`src/rtl/osnt_bram_capture_writer_if.sv`:
```
// AXI4-Stream tap bundle feeding the BRAM capture writer.
interface osnt_bram_capture_writer_if #(
  parameter int unsigned TDATA_WIDTH = 512,
  parameter int unsigned TUSER_WIDTH = 128
);
  localparam int unsigned TKEEP_WIDTH = TDATA_WIDTH / 8;

  logic [TDATA_WIDTH-1:0] tdata;
  logic [TKEEP_WIDTH-1:0] tkeep;
  logic [TUSER_WIDTH-1:0] tuser;
  logic                   tvalid;
  logic                   tlast;
  logic                   tready;

  modport master (
    output tdata, tkeep, tuser, tvalid, tlast,
    input  tready
  );

  modport slave (
    input  tdata, tkeep, tuser, tvalid, tlast,
    output tready
  );
endinterface

```
`src/rtl/osnt_bram_capture_writer.sv`:
```
// Packet capture stage: taps an AXI4-Stream and writes whole packets as packed
// words to sequential BRAM addresses under host arm/clear control.
module osnt_bram_capture_writer #(
  parameter int unsigned ADDR_WIDTH           = 20,
  parameter int unsigned DATA_WIDTH           = 800,
  parameter int unsigned C_S_AXIS_DATA_WIDTH  = 512,
  parameter int unsigned C_S_AXIS_TUSER_WIDTH = 128
) (
  input  logic                    axis_aclk,
  input  logic                    axis_resetn,
  osnt_bram_capture_writer_if.slave s_axis,
  input  logic                    cap_start,
  input  logic                    cap_clear,
  input  logic [31:0]             cap_max_pkts,
  output logic                    cap_busy,
  output logic                    cap_done,
  output logic                    cap_trunc,
  output logic [31:0]             cap_pkt_count,
  output logic [ADDR_WIDTH:0]     cap_word_count,
  output logic [ADDR_WIDTH-1:0]   bram_addr,
  output logic [DATA_WIDTH-1:0]   bram_wrdata,
  output logic                    bram_en,
  output logic                    bram_we
);

  localparam int unsigned KEEP_WIDTH = C_S_AXIS_DATA_WIDTH / 8;
  localparam int unsigned KEEP_FIELD = 128;
  localparam int unsigned TUSER_LO   = C_S_AXIS_DATA_WIDTH;
  localparam int unsigned KEEP_LO    = TUSER_LO + C_S_AXIS_TUSER_WIDTH;
  localparam int unsigned VALID_BIT  = KEEP_LO + KEEP_FIELD;
  localparam int unsigned LAST_BIT   = VALID_BIT + 1;
  localparam int unsigned CNT_WIDTH  = ADDR_WIDTH + 1;
  localparam logic [CNT_WIDTH-1:0] LAST_ADDR = {1'b0, {ADDR_WIDTH{1'b1}}};

  typedef enum logic [1:0] {
    ST_IDLE,
    ST_ARM,
    ST_CAPTURE,
    ST_DONE
  } state_e;

  // Word layout: tdata | tuser | zero-extended tkeep | tvalid | tlast | zero pad.
  function automatic logic [DATA_WIDTH-1:0] pack_word(
    input logic [C_S_AXIS_DATA_WIDTH-1:0]  data,
    input logic [KEEP_WIDTH-1:0]           keep,
    input logic [C_S_AXIS_TUSER_WIDTH-1:0] user,
    input logic                            last
  );
    logic [DATA_WIDTH-1:0] w;
    w = '0;
    w[TUSER_LO-1:0]        = data;
    w[KEEP_LO-1:TUSER_LO]  = user;
    w[VALID_BIT-1:KEEP_LO] = KEEP_FIELD'(keep);
    w[VALID_BIT]           = 1'b1;
    w[LAST_BIT]            = last;
    return w;
  endfunction

  state_e                state_q, state_d;
  logic                  in_pkt_q, in_pkt_d;
  logic                  tready_q;
  logic                  busy_q, busy_d;
  logic                  done_q, done_d;
  logic                  trunc_q, trunc_d;
  logic [31:0]           max_q, max_d;
  logic [31:0]           pkt_count_q, pkt_count_d;
  logic [CNT_WIDTH-1:0]  word_count_q, word_count_d;
  logic                  wr_en_q, wr_en_d;
  logic [ADDR_WIDTH-1:0] wr_addr_q, wr_addr_d;
  logic [DATA_WIDTH-1:0] wr_data_q, wr_data_d;

  logic                  beat_c;
  logic                  write_c;
  logic                  full_c;
  logic [31:0]           pkt_inc_c;

  assign beat_c    = s_axis.tvalid & tready_q;
  assign full_c    = (word_count_q == LAST_ADDR);
  assign pkt_inc_c = pkt_count_q + 32'd1;

  // Next-state: control FSM, counters and the single write-stage register.
  always_comb begin
    state_d      = state_q;
    in_pkt_d     = in_pkt_q;
    trunc_d      = trunc_q;
    max_d        = max_q;
    pkt_count_d  = pkt_count_q;
    word_count_d = word_count_q;
    wr_en_d      = 1'b0;
    wr_addr_d    = wr_addr_q;
    wr_data_d    = wr_data_q;
    write_c      = 1'b0;

    if (beat_c) begin
      in_pkt_d = ~s_axis.tlast;
    end

    if (cap_clear) begin
      state_d      = ST_IDLE;
      trunc_d      = 1'b0;
      pkt_count_d  = '0;
      word_count_d = '0;
    end else begin
      unique case (state_q)
        ST_IDLE, ST_DONE: begin
          if (cap_start) begin
            state_d      = ST_ARM;
            max_d        = cap_max_pkts;
            trunc_d      = 1'b0;
            pkt_count_d  = '0;
            word_count_d = '0;
          end
        end
        ST_ARM:     write_c = beat_c & ~in_pkt_q;
        ST_CAPTURE: write_c = beat_c;
        default:    state_d = ST_IDLE;
      endcase

      // A capture ends on the last BRAM address or on the requested packet count.
      if (write_c) begin
        wr_en_d      = 1'b1;
        wr_addr_d    = word_count_q[ADDR_WIDTH-1:0];
        wr_data_d    = pack_word(s_axis.tdata, s_axis.tkeep, s_axis.tuser, s_axis.tlast);
        word_count_d = word_count_q + CNT_WIDTH'(1);
        state_d      = ST_CAPTURE;
        if (full_c) begin
          wr_data_d[LAST_BIT] = 1'b1;
          state_d             = ST_DONE;
          if (!s_axis.tlast) begin
            trunc_d = 1'b1;
          end
        end
        if (s_axis.tlast || full_c) begin
          pkt_count_d = pkt_inc_c;
        end
        if (s_axis.tlast && (max_q != 32'd0) && (pkt_inc_c == max_q)) begin
          state_d = ST_DONE;
        end
      end
    end

    busy_d = (state_d == ST_ARM) || (state_d == ST_CAPTURE);
    done_d = (state_d == ST_DONE);
  end

  // State and output registers.
  always_ff @(posedge axis_aclk or negedge axis_resetn) begin
    if (!axis_resetn) begin
      state_q      <= ST_IDLE;
      in_pkt_q     <= 1'b0;
      tready_q     <= 1'b0;
      busy_q       <= 1'b0;
      done_q       <= 1'b0;
      trunc_q      <= 1'b0;
      max_q        <= '0;
      pkt_count_q  <= '0;
      word_count_q <= '0;
      wr_en_q      <= 1'b0;
      wr_addr_q    <= '0;
      wr_data_q    <= '0;
    end else begin
      state_q      <= state_d;
      in_pkt_q     <= in_pkt_d;
      tready_q     <= 1'b1;
      busy_q       <= busy_d;
      done_q       <= done_d;
      trunc_q      <= trunc_d;
      max_q        <= max_d;
      pkt_count_q  <= pkt_count_d;
      word_count_q <= word_count_d;
      wr_en_q      <= wr_en_d;
      wr_addr_q    <= wr_addr_d;
      wr_data_q    <= wr_data_d;
    end
  end

  assign s_axis.tready  = tready_q;
  assign cap_busy       = busy_q;
  assign cap_done       = done_q;
  assign cap_trunc      = trunc_q;
  assign cap_pkt_count  = pkt_count_q;
  assign cap_word_count = word_count_q;
  assign bram_addr      = wr_addr_q;
  assign bram_wrdata    = wr_data_q;
  assign bram_en        = wr_en_q;
  assign bram_we        = wr_en_q;

endmodule

```
`src/flat_wrapper.sv`:
```
// flat-port wrapper written by rule: the top's interface ports become plain ports
module osnt_bram_capture_writer_flat 
#(
  parameter int unsigned ADDR_WIDTH           = 20,
  parameter int unsigned DATA_WIDTH           = 800,
  parameter int unsigned C_S_AXIS_DATA_WIDTH  = 512,
  parameter int unsigned C_S_AXIS_TUSER_WIDTH = 128
)
  (axis_aclk, axis_resetn, cap_start, cap_clear, cap_max_pkts, cap_busy, cap_done, cap_trunc, cap_pkt_count, cap_word_count, bram_addr, bram_wrdata, bram_en, bram_we, s_axis_tdata, s_axis_tkeep, s_axis_tuser, s_axis_tvalid, s_axis_tlast, s_axis_tready);
  osnt_bram_capture_writer_if #(.TDATA_WIDTH(512), .TUSER_WIDTH(128)) s_axis_i ();
  input  logic axis_aclk;
  input  logic axis_resetn;
  input  logic cap_start;
  input  logic cap_clear;
  input  logic [31:0] cap_max_pkts;
  output logic cap_busy;
  output logic cap_done;
  output logic cap_trunc;
  output logic [31:0] cap_pkt_count;
  output logic [ADDR_WIDTH:0] cap_word_count;
  output logic [ADDR_WIDTH-1:0] bram_addr;
  output logic [DATA_WIDTH-1:0] bram_wrdata;
  output logic bram_en;
  output logic bram_we;
  input wire logic [$bits(s_axis_i.tdata)-1:0] s_axis_tdata;
  input wire logic [$bits(s_axis_i.tkeep)-1:0] s_axis_tkeep;
  input wire logic [$bits(s_axis_i.tuser)-1:0] s_axis_tuser;
  input wire logic [$bits(s_axis_i.tvalid)-1:0] s_axis_tvalid;
  input wire logic [$bits(s_axis_i.tlast)-1:0] s_axis_tlast;
  output wire logic [$bits(s_axis_i.tready)-1:0] s_axis_tready;
  assign s_axis_i.tdata = s_axis_tdata;
  assign s_axis_i.tkeep = s_axis_tkeep;
  assign s_axis_i.tuser = s_axis_tuser;
  assign s_axis_i.tvalid = s_axis_tvalid;
  assign s_axis_i.tlast = s_axis_tlast;
  assign s_axis_tready = s_axis_i.tready;
  osnt_bram_capture_writer #(.ADDR_WIDTH(ADDR_WIDTH), .DATA_WIDTH(DATA_WIDTH), .C_S_AXIS_DATA_WIDTH(C_S_AXIS_DATA_WIDTH), .C_S_AXIS_TUSER_WIDTH(C_S_AXIS_TUSER_WIDTH)) u_core (.axis_aclk(axis_aclk), .axis_resetn(axis_resetn), .s_axis(s_axis_i), .cap_start(cap_start), .cap_clear(cap_clear), .cap_max_pkts(cap_max_pkts), .cap_busy(cap_busy), .cap_done(cap_done), .cap_trunc(cap_trunc), .cap_pkt_count(cap_pkt_count), .cap_word_count(cap_word_count), .bram_addr(bram_addr), .bram_wrdata(bram_wrdata), .bram_en(bram_en), .bram_we(bram_we));
endmodule
```
`config.mk`:
```
export PLATFORM = sky130hd
export DESIGN_NAME = osnt_bram_capture_writer_flat
export DESIGN_NICKNAME = d
export VERILOG_FILES = /design/src/rtl/osnt_bram_capture_writer_if.sv /design/src/rtl/osnt_bram_capture_writer.sv /design/src/flat_wrapper.sv
export SDC_FILE = /design/constraint.sdc
export NUM_CORES = 2
export LEC_CHECK = 0
export ABC_AREA = 1
export BUFFER_PORTS_ARGS = -buffer_cell sky130_fd_sc_hd__buf_2
export CAP_MARGIN = 10
export CORE_AREA = 2 2 633 635
export DETAILED_ROUTE_END_ITERATION = 8
export DIE_AREA = 0 0 635 637
export SLEW_MARGIN = 40
export SYNTH_ARGS = -nofsm -noshare
export SYNTH_HDL_FRONTEND = slang
export SYNTH_SLANG_ARGS = --single-unit
```
`constraint.sdc`:
```
create_clock -name axis_aclk -period 2.7 [get_ports axis_aclk]
set_input_delay 0.27 -clock axis_aclk [delete_from_list [all_inputs] [get_ports axis_aclk]]
set_output_delay 0.27 -clock axis_aclk [all_outputs]
set_load 0.005 [all_outputs]
```
==> run metrics <==
RSZ-0062 raised after global routing=yes; share of cells above drive strength 1=30.3%; # fillers=about 45k; Worst EP arrival=between 3000 and 4000 ps; DP HPWL=280000 µm; top-area cell type share of the netlist area=between 60% and 70%; multi-input gate area in the final layout=11600 µm²; Core ar.=approximately 400000 µm²; via/cell ratio=3.20; fin crit period=roughly 2600 ps; Routed Antenna Nets=0; number of synthesized flops with an enable pin=0; Rel. slew slack=between 50 and 60%; crit-path max FO=5; Most used DFF post-synth=dfrtp_1; fin nets=roughly 7k; CTS H-Tree Depth=3; PD cells=about 670 nW/µm²; Synth async-reset ratio=100%; Residual DRC=0; Placement Setup Slack=between 30 and 40 ps; #FFs+latches synth=819; Worst Skew=about 66 ps; worst setup margin=about 77 ps; ranking of synthesized cells by area=dfrtp_1 61%, nand2_1 26%, buf_4 2.1%, buf_2 1.4%, nor2_1 1.4%; clk_lat worst skew=890 ps; WHS=approximately 150 ps; CTS max path bufs=4; worst-margin pin slew=roughly 710 ps; cell area after synthesis=33600 µm²; crit start category=flip-flop; Leak=~0.032 µW; crit path from=u_core.cap_pkt_count[3]; status=finished clean; endpoints failing setup=0; Detailed Routing Iterations Pass 1=6; max capacitance violation total=0; flop-to-flop setup slack=80 ps; Synth Warn #=0; period utilization=a little over nine tenths; syn_area_per_cell=between 8 and 9 µm²; sequential standard cell area=20500 µm²; Port Buffers=approximately 1.5k; die width=between 600 and 700 µm; Syn Inst Count=3960; Worst EP required=about 3400 ps; Crit Path Class=flip-flop to flip-flop; CTS Sinks=slightly above 800; vias=37.8k; DR iter-0 viols=between 3k and 4k; Hold Vio Cnt, Final=0; crit path capture=u_core.cap_busy; gr ovfl total=0; Die Span Y=approximately 640 µm; area delta synth->final=79.6%; Post-Route WL=approximately 320000 µm; maximum vdd drop=between 0.4 and 0.5 mV; boundary pin count=1621; post-synth top area cell=dfrtp_1; row count=~230; global placer's final weighted congestion=0.991; CTS root buf=clkbuf_16; Yosys cell types=41; Initial Utilization=under 10%; vias in the first global route=37.1k; CTS tree=done; initial antenna violation count=between 300 and 400; worst r2r src=u_core.cap_pkt_count[3]; sequential-to-total area share from yosys stat=about 61%; most numerous cell in the Yosys netlist=nand2_1; pin count of the biggest net entering global routing=101; Fmax achieved=~380 MHz; Post-synth top cells=2348 x nand2_1, 819 x dfrtp_1, 122 x nor2_1; CP endpoint kind=flip-flop; R2R Path End=u_core.cap_busy; global-route wire length before repair=405000 µm; Worst-path clk slew=roughly 60 ps; Worst Reg-to-Reg Cells=18; Total GRT Usage=between 10% and 20%; die area=roughly 400000 µm²; worst hold path class=primary input to flip-flop; total CTS buffers=roughly 120; per-cell routed wire length=about 27 µm; Final Max Slew Viols=0
==> worst min path at each step <==
stage | startpoint | endpoint | slack (ps) | cells past startpoint
floorplan | axis_resetn | u_core.bram_addr[0] | -30 | 0
global placement | axis_resetn | u_core.bram_wrdata[611] | 310 | 1
detailed placement | axis_resetn | u_core.bram_wrdata[611] | 310 | 1
CTS | s_axis_tkeep[46] | u_core.bram_wrdata[686] | 30 | 4
global route | s_axis_tkeep[46] | u_core.bram_wrdata[686] | 110 | 4
finish | s_axis_tdata[397] | u_core.bram_wrdata[397] | 150 | 4
==> cell usage in the layout, fill, tap and decap left out, types with 2 or more instances in the layout <==
| cell | synthesis | routed |
|---|---|---|
| nor2_1 | 122 | 115 |
| nand3_1 | 57 | 57 |
| clkinvlp_4 | 0 | 7 |
| o21ai_0 | 52 | 52 |
| inv_16 | 0 | 2 |
| dfrtp_2 | 0 | 2 |
| dfrtp_1 | 819 | 817 |
| inv_6 | 0 | 11 |
| nor2_4 | 5 | 8 |
| xnor3_1 | 3 | 3 |
| clkinv_4 | 0 | 6 |
| ha_1 | 5 | 4 |
| dlygate4sd3_1 | 0 | 744 |
| clkbuf_1 | 82 | 19 |
| inv_1 | 98 | 97 |
| nand2_1 | 2348 | 2347 |
| mux2_2 | 18 | 18 |
| buf_2 | 92 | 1525 |
| clkbuf_8 | 0 | 16 |
| clkbuf_16 | 0 | 115 |
| nor3_1 | 14 | 14 |
| nor4_1 | 2 | 2 |
| buf_4 | 95 | 139 |
| diode_2 | 0 | 125 |
| o22ai_1 | 28 | 28 |
| clkinv_2 | 0 | 17 |
| nor2_2 | 6 | 10 |
| nand4_1 | 5 | 5 |
| a31oi_1 | 23 | 23 |
| buf_12 | 0 | 41 |
| inv_8 | 0 | 2 |
| o21ai_1 | 2 | 2 |
| conb_1 | 2 | 95 |
| xor2_1 | 7 | 7 |
| a21oi_1 | 34 | 34 |
| bufinv_16 | 0 | 14 |
| nand2_2 | 5 | 6 |
| nand3b_1 | 12 | 12 |
| and2_1 | 5 | 5 |
==> metal layers <==
metal | up-vias | GRT usage [%] | share of wire (%) | routed length, µm
met1 | 18147 | 17.9 | 39 | 126000
met4 | 134 | 5.64 | 4.4 | 14100
li1 | 16944 | - | - | -
met3 | 627 | 5.84 | 9.4 | 30400
met5 | - | 0 | 0.27 | 879
met2 | 1951 | 25.5 | 47 | 151000
==> flip-flops by register name, indices dropped and copies added, names as in the netlist <==
signal                 count
u_core.s_axis.tready       1
u_core.bram_wrdata       706
u_core.cap_word_count     21
u_core.cap_pkt_count      32
u_core.max_q              32
u_core.in_pkt_q            1
u_core.bram_addr          20
u_core.cap_trunc           1
u_core.bram_en             1
u_core.cap_busy            1
u_core.state_q             2
u_core.cap_done            1
==> through the flow <==
stage | area, µm² | total power (µW) | setup TNS [ps] | util [%] | instances
finish | 60300 | 40400 | 0 | 15.1 | 11828
global route | 60100 | 42300 | -46.6 | 15.1 | 11757
CTS | 59900 | 41300 | 0 | 15.0 | 11696
detailed placement | 48500 | 23300 | 0 | 12.2 | 10742
global placement | 48500 | 23300 | 0 | 12.2 | 10742
floorplan | 33900 | 17400 | 0 | - | 4053
==> timing repair <==
action	4_1_cts	5_1_grt
endpoints found under the setup margin	0	54
setup buffers	0	7
hold endpoints to repair	1233	0
hold buffers	744	0
resized for setup	0	10
==> cell families after synthesis <==
family	Yosys count	share of synthesized area (%)
XOR/XNOR	11	0.410
AO/OA/AOI/OAI	143	2.36
flip-flops	819	61.1
other	2	0.0224
AND/OR/NAND/NOR	2586	29.7
adder cells (fa/ha/maj)	5	0.186
multiplexers	18	0.604
buffers and inverters	376	5.67
==> area by class of cell <==
class,instances,share of cell area (%)
inverter,100,0.635
clock buffer,150,5.26
antenna,125,0.519
multi-input combinational,2858,19.2
sequential,819,34.0
timing repair buffer,2451,28.2
clock inverter,60,1.33
tap,5265,10.9
==> report_power, final <==
| part | switching, µW | total [µW] | internal, µW | leakage (µW) |
|---|---|---|---|---|
| clock network | 6700 | 16400 | 9670 | 0.00194 |
| logic | 5340 | 8580 | 3240 | 0.0188 |
| registers | 1220 | 15400 | 14200 | 0.0110 |
| total | 13300 | 40400 | 27100 | 0.0317 |
==> critical path: stages, from the launching register on <==
cell	delay, ps
dfrtp_1	420
nand2_1	160
nor2_4	160
nand2_2	110
nor2_1	240
buf_4	170
nand2_1	50
nand2_1	70
nand2_1	60
nand2_1	60
nand2_1	50
nor2_1	150
nand2_1	80
nor2_1	80
nand3_1	150
nand2_1	90
nand2_1	50
nand2_1	100
ha_1	240
No activity file was read; power rests on OpenSTA's default activity.
